$ cat config.mk
export PLATFORM = sky130hd
export DESIGN_NAME = id_ex_stage
export DESIGN_NICKNAME = d
export VERILOG_FILES = /design/src/rtl/id_ex_stage_pkg.sv /design/src/rtl/id_ex_stage_hazard_detect.sv /design/src/rtl/id_ex_stage.sv
export SDC_FILE = /design/constraint.sdc
export NUM_CORES = 1
export LEC_CHECK = 0
export ABC_AREA = 1
export CORE_ASPECT_RATIO = 0.7
export CORE_MARGIN = 2
export CORE_UTILIZATION = 40
export CTS_CLUSTER_SIZE = 28
export DETAILED_ROUTE_END_ITERATION = 7
export PLACE_DENSITY_LB_ADDON = 0.05
export SYNTH_ARGS = -nofsm -noshare
export SYNTH_HDL_FRONTEND = slang
export SYNTH_SLANG_ARGS = --single-unit
$ cat constraint.sdc
create_clock -name CLK -period 1.85 [get_ports CLK]
set_input_delay 0.37 -clock CLK [delete_from_list [all_inputs] [get_ports CLK]]
set_output_delay 0.37 -clock CLK [all_outputs]
set_load 0.01 [all_outputs]
$ cat src/rtl/id_ex_stage_pkg.sv
// Shared ID/EX types: decoded control word layout, NOP encoding, and the register/opcode constants.
package id_ex_stage_pkg;

    typedef struct packed {
        logic       shift_imm;
        logic [3:0] alu_op;
        logic       m_size;
        logic       m_enable;
        logic       m_rw;
        logic       load;
        logic       s;
        logic       rf_en;
        logic       b_instr;
        logic       bl;
    } ctrl_word_t;

    localparam ctrl_word_t CTRL_NOP = ctrl_word_t'(13'b0);
    localparam logic [3:0] REG_PC   = 4'hF;
    localparam logic [3:0] ALU_ADD  = 4'b0100;
    localparam logic [3:0] ALU_SUB  = 4'b0010;

endpackage

$ cat src/rtl/id_ex_stage_hazard_detect.sv
// Load-use hazard generator, purely combinational; reusable by the forwarding unit.
// hz_stall folds in the downstream freeze so upstream stages see a single hold request.
module hazard_detect
    import id_ex_stage_pkg::*;
(
    input  logic       ex_valid_i,
    input  logic       ex_load_i,
    input  logic       ex_rf_en_i,
    input  logic [3:0] ex_rd_i,
    input  logic [3:0] id_rn_i,
    input  logic [3:0] id_rm_i,
    input  logic       id_uses_rn_i,
    input  logic       id_uses_rm_i,
    input  logic       mem_busy_i,
    output logic       lu_o,
    output logic       hz_stall_o
);

    logic rn_hit;
    logic rm_hit;

    assign rn_hit = id_uses_rn_i && (id_rn_i == ex_rd_i);
    assign rm_hit = id_uses_rm_i && (id_rm_i == ex_rd_i);

    // Loads into the PC are resolved by the branch/flush path, never by stalling.
    assign lu_o = ex_valid_i && ex_load_i && ex_rf_en_i && (ex_rd_i != REG_PC)
                  && (rn_hit || rm_hit);

    assign hz_stall_o = lu_o || mem_busy_i;

endmodule

$ cat src/rtl/id_ex_stage.sv
// ID/EX pipeline register: one-cycle ID->EX latency with load-use bubble insertion.
// MEM_busy freezes the whole register; ID_flush or a load-use hazard loads a NOP bubble.
module id_ex_stage
    import id_ex_stage_pkg::*;
#(
    parameter int DW    = 32,
    parameter int CNT_W = 16
) (
    input  logic             CLK,
    input  logic             CLR,
    input  logic             ID_shift_imm,
    input  logic             m_size,
    input  logic             m_enable,
    input  logic             m_rw,
    input  logic             ID_Load_Inst,
    input  logic             S,
    input  logic             ID_RF_enable,
    input  logic             ID_B_instr,
    input  logic             BL,
    input  logic [3:0]       ID_ALU_Op,
    input  logic [3:0]       ID_Rn,
    input  logic [3:0]       ID_Rm,
    input  logic [3:0]       ID_Rd,
    input  logic             ID_uses_Rn,
    input  logic             ID_uses_Rm,
    input  logic [DW-1:0]    ID_A,
    input  logic [DW-1:0]    ID_B,
    input  logic [DW-1:0]    ID_D,
    input  logic [11:0]      ID_shifter,
    input  logic [DW-1:0]    ID_PC,
    input  logic             ID_flush,
    input  logic             MEM_busy,
    output logic             EX_shift_imm,
    output logic             EX_m_size,
    output logic             EX_m_enable,
    output logic             EX_m_rw,
    output logic             EX_Load_Inst,
    output logic             EX_S,
    output logic             EX_RF_enable,
    output logic             EX_B_instr,
    output logic             EX_BL,
    output logic [3:0]       EX_ALU_Op,
    output logic [3:0]       EX_Rn,
    output logic [3:0]       EX_Rm,
    output logic [3:0]       EX_Rd,
    output logic [DW-1:0]    EX_A,
    output logic [DW-1:0]    EX_B,
    output logic [DW-1:0]    EX_D,
    output logic [DW-1:0]    EX_PC,
    output logic [11:0]      EX_shifter,
    output logic             EX_valid,
    output logic             hz_stall,
    output logic [CNT_W-1:0] stall_count
);

    ctrl_word_t id_ctrl;
    ctrl_word_t ctrl_q, ctrl_d;
    logic [3:0]       rn_q, rn_d, rm_q, rm_d, rd_q, rd_d;
    logic [DW-1:0]    a_q, a_d, b_q, b_d, d_q, d_d, pc_q, pc_d;
    logic [11:0]      shifter_q, shifter_d;
    logic             valid_q, valid_d;
    logic [CNT_W-1:0] cnt_q, cnt_d;
    logic             lu;

    assign id_ctrl = {ID_shift_imm, ID_ALU_Op, m_size, m_enable, m_rw,
                      ID_Load_Inst, S, ID_RF_enable, ID_B_instr, BL};

    hazard_detect u_hazard_detect (
        .ex_valid_i   (valid_q),
        .ex_load_i    (ctrl_q.load),
        .ex_rf_en_i   (ctrl_q.rf_en),
        .ex_rd_i      (rd_q),
        .id_rn_i      (ID_Rn),
        .id_rm_i      (ID_Rm),
        .id_uses_rn_i (ID_uses_Rn),
        .id_uses_rm_i (ID_uses_Rm),
        .mem_busy_i   (MEM_busy),
        .lu_o         (lu),
        .hz_stall_o   (hz_stall)
    );

    always_comb begin
        ctrl_d    = ctrl_q;
        rn_d      = rn_q;
        rm_d      = rm_q;
        rd_d      = rd_q;
        a_d       = a_q;
        b_d       = b_q;
        d_d       = d_q;
        pc_d      = pc_q;
        shifter_d = shifter_q;
        valid_d   = valid_q;
        cnt_d     = cnt_q;
        if (!MEM_busy) begin
            if (ID_flush || lu) begin
                ctrl_d    = CTRL_NOP;
                rn_d      = '0;
                rm_d      = '0;
                rd_d      = '0;
                a_d       = '0;
                b_d       = '0;
                d_d       = '0;
                pc_d      = '0;
                shifter_d = '0;
                valid_d   = 1'b0;
                // Only genuine load-use bubbles are counted; a flush takes precedence.
                if (!ID_flush && (cnt_q != '1)) begin
                    cnt_d = cnt_q + CNT_W'(1);
                end
            end else begin
                ctrl_d    = id_ctrl;
                rn_d      = ID_Rn;
                rm_d      = ID_Rm;
                rd_d      = ID_Rd;
                a_d       = ID_A;
                b_d       = ID_B;
                d_d       = ID_D;
                pc_d      = ID_PC;
                shifter_d = ID_shifter;
                valid_d   = 1'b1;
            end
        end
    end

    always_ff @(posedge CLK) begin
        if (!CLR) begin
            ctrl_q    <= CTRL_NOP;
            rn_q      <= '0;
            rm_q      <= '0;
            rd_q      <= '0;
            a_q       <= '0;
            b_q       <= '0;
            d_q       <= '0;
            pc_q      <= '0;
            shifter_q <= '0;
            valid_q   <= 1'b0;
            cnt_q     <= '0;
        end else begin
            ctrl_q    <= ctrl_d;
            rn_q      <= rn_d;
            rm_q      <= rm_d;
            rd_q      <= rd_d;
            a_q       <= a_d;
            b_q       <= b_d;
            d_q       <= d_d;
            pc_q      <= pc_d;
            shifter_q <= shifter_d;
            valid_q   <= valid_d;
            cnt_q     <= cnt_d;
        end
    end

    assign EX_shift_imm = ctrl_q.shift_imm;
    assign EX_ALU_Op    = ctrl_q.alu_op;
    assign EX_m_size    = ctrl_q.m_size;
    assign EX_m_enable  = ctrl_q.m_enable;
    assign EX_m_rw      = ctrl_q.m_rw;
    assign EX_Load_Inst = ctrl_q.load;
    assign EX_S         = ctrl_q.s;
    assign EX_RF_enable = ctrl_q.rf_en;
    assign EX_B_instr   = ctrl_q.b_instr;
    assign EX_BL        = ctrl_q.bl;
    assign EX_Rn        = rn_q;
    assign EX_Rm        = rm_q;
    assign EX_Rd        = rd_q;
    assign EX_A         = a_q;
    assign EX_B         = b_q;
    assign EX_D         = d_q;
    assign EX_PC        = pc_q;
    assign EX_shifter   = shifter_q;
    assign EX_valid     = valid_q;
    assign stall_count  = cnt_q;

endmodule

* Word-level counts from Yosys, hierarchy flattened
Index checks and enable logic that the tools add are counted.
Storage, ports and cells: bits in registers 182, bits in latches 0, bits in writable memories 0, ROM bits 0, bits of input ports 171, output and inout bits 183, word-level logic and storage cells 48, memories kept 0
Cells by class: $add $sub $neg 1, multipliers 0, div/mod/pow operators 0, magnitude comparators 0, eq/ne operators 4, shifts and indexed selects 0, muxes and demuxes 10, bitwise gates (word level) 1, reduce and logical (&&, ||, !) cells 12
Operator list (number):
- two-way mux 32 bit | 4
- adder 16 x 1 -> 16 bit, second input constant | 1
- inequality test 16 bit, second input constant | 1
- two-way mux 13 bit | 1
- two-way mux 12 bit | 1
- two-way mux 4 bit | 3
- equality test 4 bit | 2
- logical AND 1 bit | 7
- inequality test 4 bit, second input constant | 1
- logical OR 1 bit | 3
- AND reduction 3 bit | 1
- logical NOT 1 bit | 1
- two-way mux 1 bit | 1
- NOT 1 bit | 1

* Logic depth before layout (Yosys ltp)
depth in word-level cells 6, gate-level depth with buffers 12

* Cells and area by module
Synthesis repeated with hierarchy kept, for this count alone.
Second synthesis, totals: cells, all modules 965, area total of the unflattened synthesis 7499.7 µm²
Modules (own cells, without submodules):
- id_ex_stage | times used 1, cells an instance 922, area an instance 7315.8 µm², sequential area each 3643.5 µm²
- hazard_detect | times used 1, cells an instance 43, area an instance 183.9 µm², sequential area each 0.0 µm²

* Worst setup path before layout
Ideal clock, no wire load.
kind reg2reg, from register cnt_q[0] (netlist: stall_count[0]), to register cnt_q[3] (netlist: stall_count[3]), data arrival time 1.497 ns, data required time 1.737 ns, slack 0.240 ns, cell stages (with the launch flop) 12, path buffers 1, cell sequence dfxtp_1 -> ha_1 -> nand2_1 -> nor2_2 -> nand2_1 -> nor2_2 -> nand3_2 -> buf_6 -> nand2_1 -> nor2_1 -> nor2_1 -> nor2_1
Between the ends: cells in the longest elaborated chain, start to end 3, elaborated cells on any way between the ends 4
RTL lines:
- from (decl) | RTL line id_ex_stage.sv:62 | logic [CNT_W-1:0] cnt_q, cnt_d;
- from (signal assigned) | RTL line id_ex_stage.sv:149 | cnt_q <= cnt_d;
- parallel branches: the longest is 3 deep, another holds adder 16 x 1 -> 16 bit
Parallel ways; which one is timed is not known. A chain may end at the register's enable or synchronous reset.

* Final worst setup path
from register rd_q[3] (netlist: EX_Rd[3]), to output port hz_stall
Between the ends: cells in the longest elaborated chain, start to end 5, elaborated cells on any way between the ends 9
RTL lines:
- from (decl) | RTL line id_ex_stage.sv:58 | logic [3:0] rn_q, rn_d, rm_q, rm_d, rd_q, rd_d;
- from (signal assigned) | RTL line id_ex_stage.sv:142 | rd_q <= rd_d;
- equality test 4 bit, on equally long branches | RTL line id_ex_stage_hazard_detect.sv:22, id_ex_stage_hazard_detect.sv:23
- logical AND 1 bit, on equally long branches | RTL line id_ex_stage_hazard_detect.sv:22, id_ex_stage_hazard_detect.sv:23
- logical OR 1 bit | RTL line id_ex_stage_hazard_detect.sv:27 | && (rn_hit || rm_hit);
- logical AND 1 bit (*) | RTL line id_ex_stage_hazard_detect.sv:27
- logical OR 1 bit (*) | RTL line id_ex_stage_hazard_detect.sv:29 | assign hz_stall_o = lu_o || mem_busy_i;
- to (decl) | RTL line id_ex_stage.sv:52 | output logic hz_stall,
Mark *: on every way between the ends. The rest lies on a longest branch, timed or not.

==> results.md <==
- Outcome: finished with violations
- Failing checks: setup timing
- Placed instance area: approximately 11000 um^2
- Global placement routability congestion: approximately 0.85
- Worst-Margin Slew: roughly 0.68 ns
- Leakage Power: 0.004360 uW
- Clk_skew: between 0.015 and 0.02 ns
- Yosys warns: 0
- Initial core utilization: between 40 and 50%
- TritonCTS buffer count: 17
- Final Worst Setup Slack: -0.006934 ns
- Via count: 7518
- Antenna cells: 0
- Total power draw: roughly 9000 uW
- Min cycle time layout: 1.857 ns
- Die Span Y: 115.0 um
- Slew headroom: roughly 55%
- Largest net degree at the start of global routing: roughly 140
- Worst hold path class: in -> reg
- Skew-Pair Late Insertion Delay: approximately 0.43 ns
- Share of cells above drive strength 1: under 10%
- Worst-path cell chain: inv_2 -> nand2_2 -> nand2_1 -> nor2_1 -> nand3_1 -> nand2_2 -> nand2_4 -> nand2_2 -> buf_6
- Final net count: about 1400
- Global-route total usage across every layer: about a quarter
- Design area: about 12000 um^2
- Top_reg_cell synth: dfxtp_1
- Clk buf depth: 2
- Top cell by count, worst path: nand2_2
- Slew Viols, Final: 0
- Worst Setup Path Type: reg -> out
- Mapped Avg Cell Area: ~7.5 um^2
- Layout area overhead: 64.50%
- Crit start category: register
- Final worst-path cycle share: 100.4%
- Cell Area, Synth: just over 7000 um^2
- H-Tree Depth: 4
- Number of synthesized register bits: roughly 180
- # rows: 40
- # fillers: 1497
- Crit. End Element: output pin
- Port Buffers: approximately 350
- Final hold violations: 0
- Initial antenna violation count: 0
- Die area: 18700 um^2
- Routed WL per cell: roughly 16 um
- Async SR Flop Fraction: 0%
- P per Cell Area: ~760 nW/um^2
- DRC Markers: 0
- First-pass GRT wire length: ~37000 um
- Commonest non-fill, non-tap cell in the layout: clkdlybuf4s50_1
- Largest stage delay, worst path: roughly 0.38 ns
- Core ar.: between 15000 and 20000 um^2
- Routed vias/inst: about 5.0
- Synth cell types: 22
- Syn Inst Count: 935
- Commonest non-fill, non-tap cells in the layout: clkdlybuf4s50_1 (335), nand2_1 (236), dfxtp_1 (176)
- Worst hold slack: around 0.37 ns
- CTS tree: yes
- Critical-path top delay cell: dfxtp_4
- Clock transition at path regs: 0.07 ns
- Root Buffer: clkbuf_16
- WL final: about 25000 um
- Die outline width: roughly 160 um
- Worst-path fanout max: 5
- Final TNS setup: -0.006934 ns
- Number of flops mapped to enable cells by yosys: 0
- Antenna viol nets, final: 0
- Number of DRC markers in iteration 0: around 570
- Max_cap viols: 0
- 1st-pass router iterations: 5
- Ports: between 300 and 400
- Post-DP HPWL: around 17000 um
- CTS sink cnt: 182
- VDD IR-drop max: roughly 0.51 mV
- GRT overflow: 0
- Worst Path Arrival: around 1.5 ns
- Setup violators final: 1
- Register area share after synthesis: 51.74%
- Vias in the first global route: approximately 7000
- Req. time, crit path: ~1.5 ns
- Syn nets: 1107
- Unrepaired setup endpoints after global routing: true
- Highest Clock Rate: 0.5385 GHz
[through the flow]
| step | std cells | worst slack, ns | utilization, % |
|---|---|---|---|
| after detailed placement | 1481 | -0.5411 | 63.68 |
| after global placement | 1481 | -0.5423 | 63.68 |
| after floorplan | 935 | 0.2401 | - |
| after CTS | 1511 | -0.04893 | 66.90 |
| final | 1512 | -0.006934 | 67.28 |
| after global routing | 1512 | -0.1085 | 67.28 |
[layer usage]
metal	routed length (um)	vias up	global-route usage, %	part of all wire, %
met4	505	0	7.906	2.1
met1	10040	3454	29.65	41
li1	-	3766	-	-
met5	0	-	0	0
met2	11670	270	42.30	47
met3	2419	28	10.89	9.8
[flip-flops by register name, indices dropped and copies added (netlist names), 4 cells and up]
| register | count |
|---|---|
| EX_A | 32 |
| EX_ALU_Op | 4 |
| EX_B | 32 |
| EX_D | 32 |
| EX_PC | 32 |
| EX_Rd | 4 |
| EX_Rm | 4 |
| EX_Rn | 4 |
| EX_shifter | 12 |
| stall_count | 16 |
[where the power goes]
group          switching (uW)  internal, uW  total, uW
combinational             499           714       1210
sequential               72.3          4050       4130
clock                    1600          1860       3470
total                    2180          6630       8810
[worst max-delay path, delay by kind of cell, from the launching register on]
kind	cells	cell delay, ns
flops	1	0.38
simple gates	7	0.53
buf+inv	2	0.15
[cells in the mapped netlist, types with 3 or more instances]
master    count  area share (%)
nor2_1       55             2.9
clkbuf_1     41             2.2
nor2_2        3            0.27
buf_4        15             1.6
nand3_1     173              12
nand4_1       3            0.27
a21oi_1     166              12
inv_1        24             1.3
dfxtp_1     182              52
buf_1        10            0.53
buf_2        10            0.71
nand2_1     239              13
[worst paths after layout]
check	endpoint	slack (ns)	cells past startpoint	start
worst max-delay path	hz_stall	-0.007	9	EX_Rd[3]$_SDFFE_PN0N_
worst min-delay path	EX_Rm[1]$_SDFFE_PN0N_	0.37	3	ID_Rm[1]
worst max register to register	EX_PC[15]$_SDFFE_PN0N_	0.15	8	EX_Rd[0]$_SDFFE_PN0N_
worst min register to register	EX_A[8]$_SDFFE_PN0N_	0.45	2	EX_A[8]$_SDFFE_PN0N_
[layout make-up]
type	instances	area (um^2)	share of cell area, %
clock buffer	18	429.2	3.705
sequential	182	3656	31.56
clock inverter	12	121.4	1.048
timing repair buffer	393	4023	34.73
tap	231	289.0	2.495
multi-input combinational	651	2969	25.63
inverter	25	96.34	0.8317
[what timing repair did]
| item | 4_1_cts | 5_1_grt |
|---|---|---|
| buffers inserted | 0 | 0 |
| pin swaps | 4 | 5 |
| hold endpoints to repair | 0 | 0 |
| hold buffers | 0 | 0 |
| endpoints found under the setup margin | 7 | 28 |
| gates resized for setup | 26 | 12 |
| cloned | 0 | 1 |
[kinds of logic (layout without fill, tap and decap cells)]
logic type / Yosys count / after routing / share of synthesized area, %
compound gates: 168 / 168 / 12.03
buf+inv: 102 / 448 / 6.521
flops: 182 / 182 / 51.74
fa+ha+maj: 1 / 1 / 0.1777
xor+xnor: 4 / 4 / 0.4976
simple gates: 478 / 478 / 29.03
Note: power is estimated with default switching activity, not from simulation.
